--- src/rtl/muldiv_unit_pkg.sv ---
// Shared op codes, FSM states and op-class helpers for the iterative
// multiply/divide unit.
package muldiv_unit_pkg;

   typedef enum logic [4:0] {
      ALU_MUL    = 5'd10,
      ALU_MULH   = 5'd11,
      ALU_MULHSU = 5'd12,
      ALU_MULHU  = 5'd13,
      ALU_DIV    = 5'd14,
      ALU_DIVU   = 5'd15,
      ALU_REM    = 5'd16,
      ALU_REMU   = 5'd17
   } alu_op_e;

   typedef enum logic [1:0] {
      MDU_IDLE,
      MDU_CALC,
      MDU_FIX,
      MDU_DONE
   } mdu_state_e;

   // Codes outside the multiply/divide group execute as MUL.
   function automatic alu_op_e op_decode(input logic [4:0] code);
      if (code >= ALU_MUL && code <= ALU_REMU) return alu_op_e'(code);
      return ALU_MUL;
   endfunction

   function automatic logic op_is_div(input alu_op_e op);
      return op inside {ALU_DIV, ALU_DIVU, ALU_REM, ALU_REMU};
   endfunction

   function automatic logic op_is_rem(input alu_op_e op);
      return op inside {ALU_REM, ALU_REMU};
   endfunction

   function automatic logic op_a_signed(input alu_op_e op);
      return op inside {ALU_MUL, ALU_MULH, ALU_MULHSU, ALU_DIV, ALU_REM};
   endfunction

   function automatic logic op_b_signed(input alu_op_e op);
      return op inside {ALU_MUL, ALU_MULH, ALU_DIV, ALU_REM};
   endfunction

endpackage

--- src/rtl/muldiv_unit_div_step.sv ---
// Combinational restoring divide step: BPC cascaded subtract-shift stages,
// most significant dividend bit consumed first.
module div_step #(
   parameter int XLEN = 32,
   parameter int BPC  = 1
) (
   input  logic [XLEN-1:0] i_rem,
   input  logic [XLEN-1:0] i_div,
   input  logic [BPC-1:0]  i_bits,
   output logic [XLEN-1:0] o_rem,
   output logic [BPC-1:0]  o_q
);

   logic [XLEN:0]   w_t;
   logic [XLEN-1:0] w_rem;

   always_comb begin
      w_t   = '0;
      w_rem = i_rem;
      o_q   = '0;
      for (int unsigned i = 0; i < BPC; i++) begin
         w_t = {w_rem, i_bits[BPC-1-i]};
         if (w_t >= {1'b0, i_div}) begin
            w_t            = w_t - {1'b0, i_div};
            o_q[BPC-1-i]   = 1'b1;
         end
         w_rem = w_t[XLEN-1:0];
      end
      o_rem = w_rem;
   end

endmodule

--- src/rtl/muldiv_unit.sv ---
// Iterative RV32M/RV64M multiply/divide unit: unsigned-magnitude core with
// a one-cycle sign fix-up, tag pass-through and flush.
module muldiv_unit
   import muldiv_unit_pkg::*;
#(
   parameter int XLEN           = 32,
   parameter int BITS_PER_CYCLE = 1,
   parameter int TAG_W          = 5
) (
   input  logic             clk,
   input  logic             rst,
   input  logic             in_valid,
   output logic             in_ready,
   input  logic [4:0]       in_op,
   input  logic [XLEN-1:0]  in_a,
   input  logic [XLEN-1:0]  in_b,
   input  logic [TAG_W-1:0] in_tag,
   input  logic             kill,
   output logic             out_valid,
   input  logic             out_ready,
   output logic [XLEN-1:0]  out_result,
   output logic [TAG_W-1:0] out_tag
);

   localparam int N  = XLEN / BITS_PER_CYCLE;
   localparam int CW = $clog2(N + 1);
   localparam logic [XLEN-1:0] MOST_NEG = {1'b1, {(XLEN-1){1'b0}}};

   mdu_state_e       r_state, w_next;
   alu_op_e          r_op, w_op;
   logic             r_neg, r_special;
   logic [XLEN-1:0]  r_hi, r_lo, r_b, r_result;
   logic [TAG_W-1:0] r_tag;
   logic [CW-1:0]    r_cnt;

   logic              w_accept, w_sa, w_sb, w_neg, w_special;
   logic [XLEN-1:0]   w_mag_a, w_mag_b, w_spec_res;
   logic [XLEN-1:0]   w_mhi, w_mlo, w_dhi, w_fix_res;
   logic [BITS_PER_CYCLE-1:0] w_dq;
   logic [XLEN:0]     w_sum;
   logic [2*XLEN-1:0] w_prod_s;

   assign w_op     = op_decode(in_op);
   assign in_ready = (r_state == MDU_IDLE);
   assign w_accept = in_valid & in_ready & ~kill;

   // REM's sign follows the dividend only; every other op uses sign(a)^sign(b),
   // which already collapses to sign(a) for MULHSU and to 0 for unsigned ops.
   always_comb begin
      w_sa       = op_a_signed(w_op) & in_a[XLEN-1];
      w_sb       = op_b_signed(w_op) & in_b[XLEN-1];
      w_mag_a    = w_sa ? -in_a : in_a;
      w_mag_b    = w_sb ? -in_b : in_b;
      w_neg      = (w_op == ALU_REM) ? w_sa : (w_sa ^ w_sb);
      w_special  = 1'b0;
      w_spec_res = '0;
      if (op_is_div(w_op)) begin
         if (in_b == '0) begin
            w_special  = 1'b1;
            w_spec_res = op_is_rem(w_op) ? in_a : '1;
         end else if (op_a_signed(w_op) && in_a == MOST_NEG && in_b == '1) begin
            w_special  = 1'b1;
            w_spec_res = op_is_rem(w_op) ? '0 : in_a;
         end
      end
   end

   // {r_hi, r_lo} is the product register; the multiplier drains out of r_lo.
   always_comb begin
      w_mhi = r_hi;
      w_mlo = r_lo;
      w_sum = '0;
      for (int unsigned i = 0; i < BITS_PER_CYCLE; i++) begin
         w_sum = {1'b0, w_mhi} + (w_mlo[0] ? {1'b0, r_b} : {(XLEN+1){1'b0}});
         w_mlo = {w_sum[0], w_mlo[XLEN-1:1]};
         w_mhi = w_sum[XLEN:1];
      end
   end

   div_step #(.XLEN(XLEN), .BPC(BITS_PER_CYCLE)) u_div_step (
      .i_rem  (r_hi),
      .i_div  (r_b),
      .i_bits (r_lo[XLEN-1 -: BITS_PER_CYCLE]),
      .o_rem  (w_dhi),
      .o_q    (w_dq)
   );

   always_comb begin
      w_prod_s = r_neg ? -{r_hi, r_lo} : {r_hi, r_lo};
      if (op_is_div(r_op))
         w_fix_res = op_is_rem(r_op) ? (r_neg ? -r_hi : r_hi) : (r_neg ? -r_lo : r_lo);
      else if (r_op == ALU_MUL)
         w_fix_res = w_prod_s[XLEN-1:0];
      else
         w_fix_res = w_prod_s[2*XLEN-1:XLEN];
   end

   always_comb begin
      w_next = r_state;
      case (r_state)
         MDU_IDLE: if (w_accept) w_next = w_special ? MDU_FIX : MDU_CALC;
         MDU_CALC: if (r_cnt == CW'(1)) w_next = MDU_FIX;
         MDU_FIX:  w_next = MDU_DONE;
         MDU_DONE: if (out_ready) w_next = MDU_IDLE;
         default:  w_next = MDU_IDLE;
      endcase
      if (kill) w_next = MDU_IDLE;
   end

   always_ff @(posedge clk or negedge rst) begin
      if (!rst) r_state <= MDU_IDLE;
      else      r_state <= w_next;
   end

   always_ff @(posedge clk or negedge rst) begin
      if (!rst) begin
         r_op      <= ALU_MUL;
         r_neg     <= 1'b0;
         r_special <= 1'b0;
         r_hi      <= '0;
         r_lo      <= '0;
         r_b       <= '0;
         r_result  <= '0;
         r_tag     <= '0;
         r_cnt     <= '0;
      end else if (!kill) begin
         if (w_accept) begin
            r_op      <= w_op;
            r_neg     <= w_neg;
            r_special <= w_special;
            r_hi      <= '0;
            r_lo      <= w_mag_a;
            r_b       <= w_mag_b;
            r_tag     <= in_tag;
            r_cnt     <= CW'(N);
            if (w_special) r_result <= w_spec_res;
         end else if (r_state == MDU_CALC) begin
            r_hi  <= op_is_div(r_op) ? w_dhi : w_mhi;
            r_lo  <= op_is_div(r_op) ? {r_lo[XLEN-BITS_PER_CYCLE-1:0], w_dq} : w_mlo;
            r_cnt <= r_cnt - CW'(1);
         end else if (r_state == MDU_FIX && !r_special) begin
            r_result <= w_fix_res;
         end
      end
   end

   assign out_valid  = (r_state == MDU_DONE);
   assign out_result = r_result;
   assign out_tag    = r_tag;

endmodule

--- config.mk ---
export PLATFORM = sky130hd
export DESIGN_NAME = muldiv_unit
export DESIGN_NICKNAME = d
export VERILOG_FILES = /design/src/rtl/muldiv_unit_pkg.sv /design/src/rtl/muldiv_unit_div_step.sv /design/src/rtl/muldiv_unit.sv
export SDC_FILE = /design/constraint.sdc
export NUM_CORES = 1
export LEC_CHECK = 0
export BUFFER_PORTS_ARGS = -buffer_cell sky130_fd_sc_hd__buf_2
export CAP_MARGIN = 10
export CORE_MARGIN = 2
export CORE_UTILIZATION = 37
export CTS_CLUSTER_SIZE = 25
export DETAILED_ROUTE_END_ITERATION = 10
export HOLD_SLACK_MARGIN = 0.06
export PLACE_DENSITY = 0.54
export SLEW_MARGIN = 40
export SYNTH_ARGS = -nofsm -noshare
export SYNTH_HDL_FRONTEND = slang
export SYNTH_HIERARCHICAL = 1
export SYNTH_SLANG_ARGS = --single-unit
--- constraint.sdc ---
create_clock -name clk -period 3.55 [get_ports clk]
set_input_delay 0.71 -clock clk [delete_from_list [all_inputs] [get_ports clk]]
set_output_delay 0.71 -clock clk [all_outputs]
set_load 0.02 [all_outputs]
# Yosys cells after proc, flatten, opt, wreduce, memory -nomap -nowiden
# Cells that the tools add are included.
[classes]
addsub = 8
n_mul = 0
div = 0
magnitude_cmp = 3
n_eq_ne = 23
n_shift = 0
mux = 41
n_bitwise = 6
reduce_logical = 19
[ops]
columns = ["operator", "count"]
rows = [
  ["32-bit 2-to-1 mux", 24],
  ["32-bit negator", 4],
  ["32-bit equality test, second input constant", 2],
  ["64-bit 2-to-1 mux", 1],
  ["64-bit negator", 1],
  ["5-bit by 4-bit equality test with 1-bit output, second input constant", 8],
  ["32-bit by 32-bit adder with 33-bit output", 1],
  ["33-bit by 32-bit greater-or-equal comparator with 1-bit output", 1],
  ["32-bit logical NOT", 1],
  ["32-bit subtractor", 1],
  ["5-bit equality test, second input constant", 4],
  ["6-bit 2-to-1 mux", 2],
  ["4-bit nonzero test", 3],
  ["2-bit 2-to-1 mux", 5],
  ["5-bit 2-to-1 mux", 2],
  ["2-bit case mux with 4 select lines", 1],
  ["2-bit nonzero test", 4],
  ["6-bit by 1-bit equality test with 1-bit output, second input constant", 1],
  ["1-bit 2-to-1 mux", 6],
  ["6-bit by 1-bit subtractor with 6-bit output, second input constant", 1],
  ["5-bit by 4-bit greater-or-equal comparator with 1-bit output, second input constant", 1],
  ["5-bit <= comparator, second input constant", 1],
  ["5-bit nonzero test", 1],
  ["1-bit bitwise AND", 4],
  ["15 further kinds", 20],
]
[word_totals]
register_bits = 148
latchBits = 0
mem_bits_rw = 0
romBits = 0
input_bits = 79
output_inout_bits = 39
elab_cells = 110
n_memories = 0

# Logic depth before layout (Yosys ltp)
[logic_depth]
word_depth = 15
mapped_depth = 18
mapped_depth_nobuf = 15

# Modules after synthesis
# The synthesis kept the hierarchy.
[by_module_without_submodules]
columns = ["mod", "n_inst", "cells_per_inst", "area_per_inst_um2", "seq_area_each_um2"]
rows = [
  ["muldiv_unit", 1, 1681, 12761.0, 3706.1],
  ["div_step", 1, 323, 2331.0, 0.0],
]

# Worst setup path after synthesis
# OpenSTA, ideal clock, no wires.
[synth_timing]
kind = "register to register"
from = "reg r_hi[9]"
to = "reg r_hi[21]"
t_arrival_ns = 3.323
required_ns = 3.421
setup_slack_ns = 0.098
stages_incl_launch_ff = 17
path_buffers = 3
period_less_slack_ns = 3.452
cell_sequence = "dfrtp_1 -> ha_1 -> clkbuf_1 -> nand4_1 -> a211oi_1 -> or3_4 -> nor4b_4 -> o21ai_2 -> a31oi_4 -> o21a_4 -> inv_2 -> buf_6 -> buf_12 -> mux2_4 -> or3_1 -> o211ai_1 -> a21oi_1"
[synth_between]
elab_chain_len = 5
word_cells_on_any_way = 7
[synth_lines]
columns = ["element", "line_no", "rtl"]
rows = [
  ["start: declaration", "muldiv_unit.sv:32", "logic [XLEN-1:0] r_hi, r_lo, r_b, r_result;"],
  ["start signal: assignment", "muldiv_unit.sv:138", "r_hi <= op_is_div(r_op) ? w_dhi : w_mhi;"],
  ["32-bit subtractor / 33-bit by 32-bit greater-or-equal comparator with 1-bit output (equally long branches)", "muldiv_unit_div_step.sv:24, muldiv_unit_div_step.sv:23", ""],
  ["32-bit 2-to-1 mux (*)", "muldiv_unit_div_step.sv:23", "if (w_t >= {1'b0, i_div}) begin"],
  ["net w_dhi[21]", "muldiv_unit.sv:38", "logic [XLEN-1:0] w_mhi, w_mlo, w_dhi, w_fix_res;"],
  ["32-bit 2-to-1 mux (*)", "muldiv_unit.sv:138", ""],
  ["32-bit 2-to-1 mux (*)", "muldiv_unit.sv:137", "end else if (r_state == MDU_CALC) begin"],
  ["32-bit 2-to-1 mux (*)", "muldiv_unit.sv:127", "if (w_accept) begin"],
]
# The timed path passes the listed nets; every way through them passes the cells marked *. The select of a mux whose other input is x is not followed.
# A chain may end at the register's enable or synchronous reset.

# Worst setup path after layout
[layout_timing]
from = "reg r_lo[0]"
to = "reg r_hi[30]"
[layout_between]
elab_chain_len = 5
[layout_lines]
columns = ["element", "line_no", "rtl"]
rows = [
  ["start: declaration", "muldiv_unit.sv:32", ""],
  ["start signal: assignment", "muldiv_unit.sv:132", "r_lo <= w_mag_a;"],
  ["start signal: assignment", "muldiv_unit.sv:139", "r_lo <= op_is_div(r_op) ? {r_lo[XLEN-BITS_PER_CYCLE-1:0], w_dq} : w_mlo;"],
  ["32-bit 2-to-1 mux", "muldiv_unit.sv:74", "w_sum = {1'b0, w_mhi} + (w_mlo[0] ? {1'b0, r_b} : {(XLEN+1){1'b0}});"],
  ["32-bit by 32-bit adder with 33-bit output", "muldiv_unit.sv:74", ""],
  ["32-bit 2-to-1 mux", "muldiv_unit.sv:138", ""],
  ["32-bit 2-to-1 mux", "muldiv_unit.sv:137", ""],
  ["32-bit 2-to-1 mux", "muldiv_unit.sv:127", ""],
]
# Every way passes these cells. The select of a mux whose other input is x is not followed.

==> flow_summary.json <==
{
  "grt_max_degree": 81,
  "fin_nets": 2356,
  "clkLatencyLatePin_ns": 0.47,
  "setup_violations": 0,
  "totalPowerFinal_uw": 17770,
  "worstSetupPathType": "flip-flop to flip-flop",
  "clkPwrFrac": 0.110,
  "yosysTopAreaCell": "dfrtp_1",
  "ys_warn_count": 6,
  "tightest_slew_ns": 0.8197,
  "clk_pin_slew_ns": 0.07,
  "die_h_um": 206.0,
  "final_cell_mix": "274 x nand2_1, 187 x o21ai_0, 185 x buf_4, 145 x dfrtp_1, 144 x nor2_1",
  "place.gp.congestion": 0.9202,
  "drtIter0Drc": 1708,
  "worst-path-max-fanout": 14,
  "pwr-share-comb": 0.702,
  "placedCellCount": 2701,
  "fin_area_um2": 18180,
  "rows": 73,
  "synth_edf_count": 0,
  "die_x_um": 206.0,
  "antenna_found_initial": 0,
  "hp-class": "input port to asynchronous set/reset pin",
  "drtAntennaViolNets": 0,
  "final-hold-violation-count": 0,
  "cts_made_buffers": 17,
  "clk_path_buf_depth": 2,
  "utilization": 0.4543,
  "placed_cell_area_um2": 17330,
  "seqPwrFrac": 0.188,
  "synth_flop_cell": "dfrtp_1",
  "synthToLayoutAreaGrowth_pct": 20.44,
  "grt_setup_unrepaired": "false",
  "ys_ff_latch": 148,
  "drc_errors": 0,
  "timing.final.crit_share": 0.9705,
  "cts_tree": "built",
  "status": "completed",
  "p_switching_uw": 8890,
  "hpwlAfterDp_um": 42780,
  "ctsHtreeMaxLevel": 4,
  "power.leakage_uw": 0.007960,
  "synth_nets": 2160,
  "cts_hold_buf": 0,
  "viasPerCell": 5.829,
  "initial_core_util": 0.3772,
  "skew_ns": 0.01604,
  "dr.pass1.iters": 6,
  "cts_sinks": 148,
  "setup_tns_ns": 0,
  "syn_area_um2": 15090,
  "synth_cell_type_count": 87,
  "start_kind": "flip-flop",
  "avgSynthCellArea_um2": 7.531,
  "synth-seq-area-share": 0.2456,
  "maxCapViolations": 0,
  "routed_wl_um": 55820,
  "ir_worst_vdd_v": 0.0004586,
  "syn_inst": 2004,
  "port_buffers": 117,
  "grt_pass1_wl_um": 86930,
  "final_cells": 2738,
  "vias": 15960,
  "drive_gt1_frac": 0.2033,
  "crit_arrival_ns": 3.76,
  "switching_share": 0.5003,
  "layout_commonest_cell": "nand2_1",
  "n_antenna_cell": 0,
  "p_per_area_nw_per_um2": 977.7,
  "worstPathRequired_ns": 3.86,
  "p_int_uw": 8880,
  "synthArstFlopShare": 1.000,
  "grt_usage": 0.2642,
  "cp-end-kind": "flip-flop",
  "num_io_pins": 118,
  "die-area_um2": 42420,
  "drt-wirelength-per-cell_um": 20.39,
  "slew_headroom": 0.4522,
  "overflow": 0,
  "fin_crit_ns": 3.445,
  "core_um2": 40010,
  "synth_top_cell_area_share": 0.2421,
  "synthTopCellsByArea": "dfrtp_1 24%, nand2_1 6.8%, o21ai_0 6.3%, ha_1 6.2%, xor2_1 6.2%",
  "grt_pass1_vias": 15057,
  "cts_root_buf": "clkbuf_16",
  "clock.fmax_mhz": 290.2,
  "maxSlewViolCount": 0
}
registers in the layout (all words and copies together) (netlist names):
name / count
r_special: 1
r_b: 32
r_op: 5
r_hi: 32
out_tag: 5
r_lo: 32
r_state: 2
out_result: 32
r_neg: 1
r_cnt: 6
cell usage after synthesis (all sizes together), types with 11 or more instances:
cell      n
clkbuf  101
mux2     30
o211ai   53
xor2    107
a31oi    16
nand2b   13
or4      18
mux2i    11
and3     14
o311ai   12
ha       75
a221oi   14
nand3    56
o21a     17
dfrtp   146
o41ai    23
a211oi   16
o31ai    34
o22ai    15
buf      32
and2     38
nand4    21
o21ai   202
nand2   275
a21oi   129
a21o     18
xnor2    73
nor2    147
nor2b    23
nor3     48
inv      70
or3      25
nor4     20
kinds of logic after synthesis:
family          share of synthesized area
xor+xnor                           0.1045
fa+ha+maj                         0.06483
flops                              0.2456
buf+inv                           0.05405
compound gates                     0.2665
simple gates                       0.2326
mux                               0.03192
power groups by stage:
stage / logic, uW / clock network (uW) / registers, uW
5_1_grt: 13700 / 2070 / 3440
3_3_place_gp: 11900 / 0 / 3310
2_1_floorplan: 8180 / 0 / 3270
4_1_cts: 12000 / 1990 / 3300
6_report: 12500 / 1960 / 3340
3_5_place_dp: 12000 / 0 / 3310
worst max-delay path, cell delays in order, from the launching register on:
cell and delay (ns):
dfrtp_1 0.40, buf_12 0.15, buf_4 0.14, and2_1 0.15, ha_1 0.21, a211o_1 0.34
a2111oi_4 0.33, o31ai_2 0.13, a2111oi_2 0.39, a21oi_1 0.13, or4_1 0.42, a31oi_1 0.24
xor2_1 0.16, o22ai_1 0.10
path summary, 6_finish.rpt:
check | from | end | slack [ns] | depth (start not counted)
worst min register to register | out_tag[2] | out_tag[2] | 0.47 | 2
max in group asynchronous | rst | out_result[26] | 2.46 | 2
worst max register to register | r_lo[0] | r_hi[30] | 0.10 | 13
min in group clk | in_tag[4] | out_tag[4] | 0.43 | 3
worst min-delay path | rst | r_cnt[3] | 0.22 | 1
worst max-delay path | r_lo[0] | r_hi[30] | 0.10 | 13
repair_timing:
action,4_1_cts,5_1_grt
setup buffers,0,6
hold endpoints to repair,0,0
resized for setup,3,38
setup endpoints to repair,2,41
pin swaps,1,21
layer usage:
| layer | up-vias | share of wire | GRT usage | wire length, um |
|---|---|---|---|---|
| li1 | 7636 | - | - | - |
| met4 | 0 | 0.020 | 0.06224 | 1125 |
| met5 | - | 0 | 0 | 0 |
| met3 | 65 | 0.062 | 0.04131 | 3435 |
| met1 | 7709 | 0.47 | 0.3839 | 26290 |
| met2 | 550 | 0.45 | 0.4088 | 24960 |
metrics by stage:
| step | worst slack (ns) | hold WS, ns |
|---|---|---|
| after global routing | 0.0008216 | 0.2556 |
| after CTS | 0.002593 | 0.2473 |
| after floorplan | 0.09782 | 0.4144 |
| after detailed placement | -0.1676 | 0.4596 |
| after global placement | -0.1365 | 0.4545 |
| final | 0.1046 | 0.2227 |
layout make-up:
| type | count | area [um^2] |
|---|---|---|
| fill | 4082 | 21830 |
| multi-input combinational | 1653 | 10800 |
| sequential | 148 | 3710 |
| timing repair buffer | 310 | 2136 |
| tap | 525 | 656.9 |
| clock buffer | 20 | 466.7 |
| inverter | 70 | 262.8 |
| clock inverter | 12 | 145.1 |
Note: power is estimated with default switching activity, not from simulation.
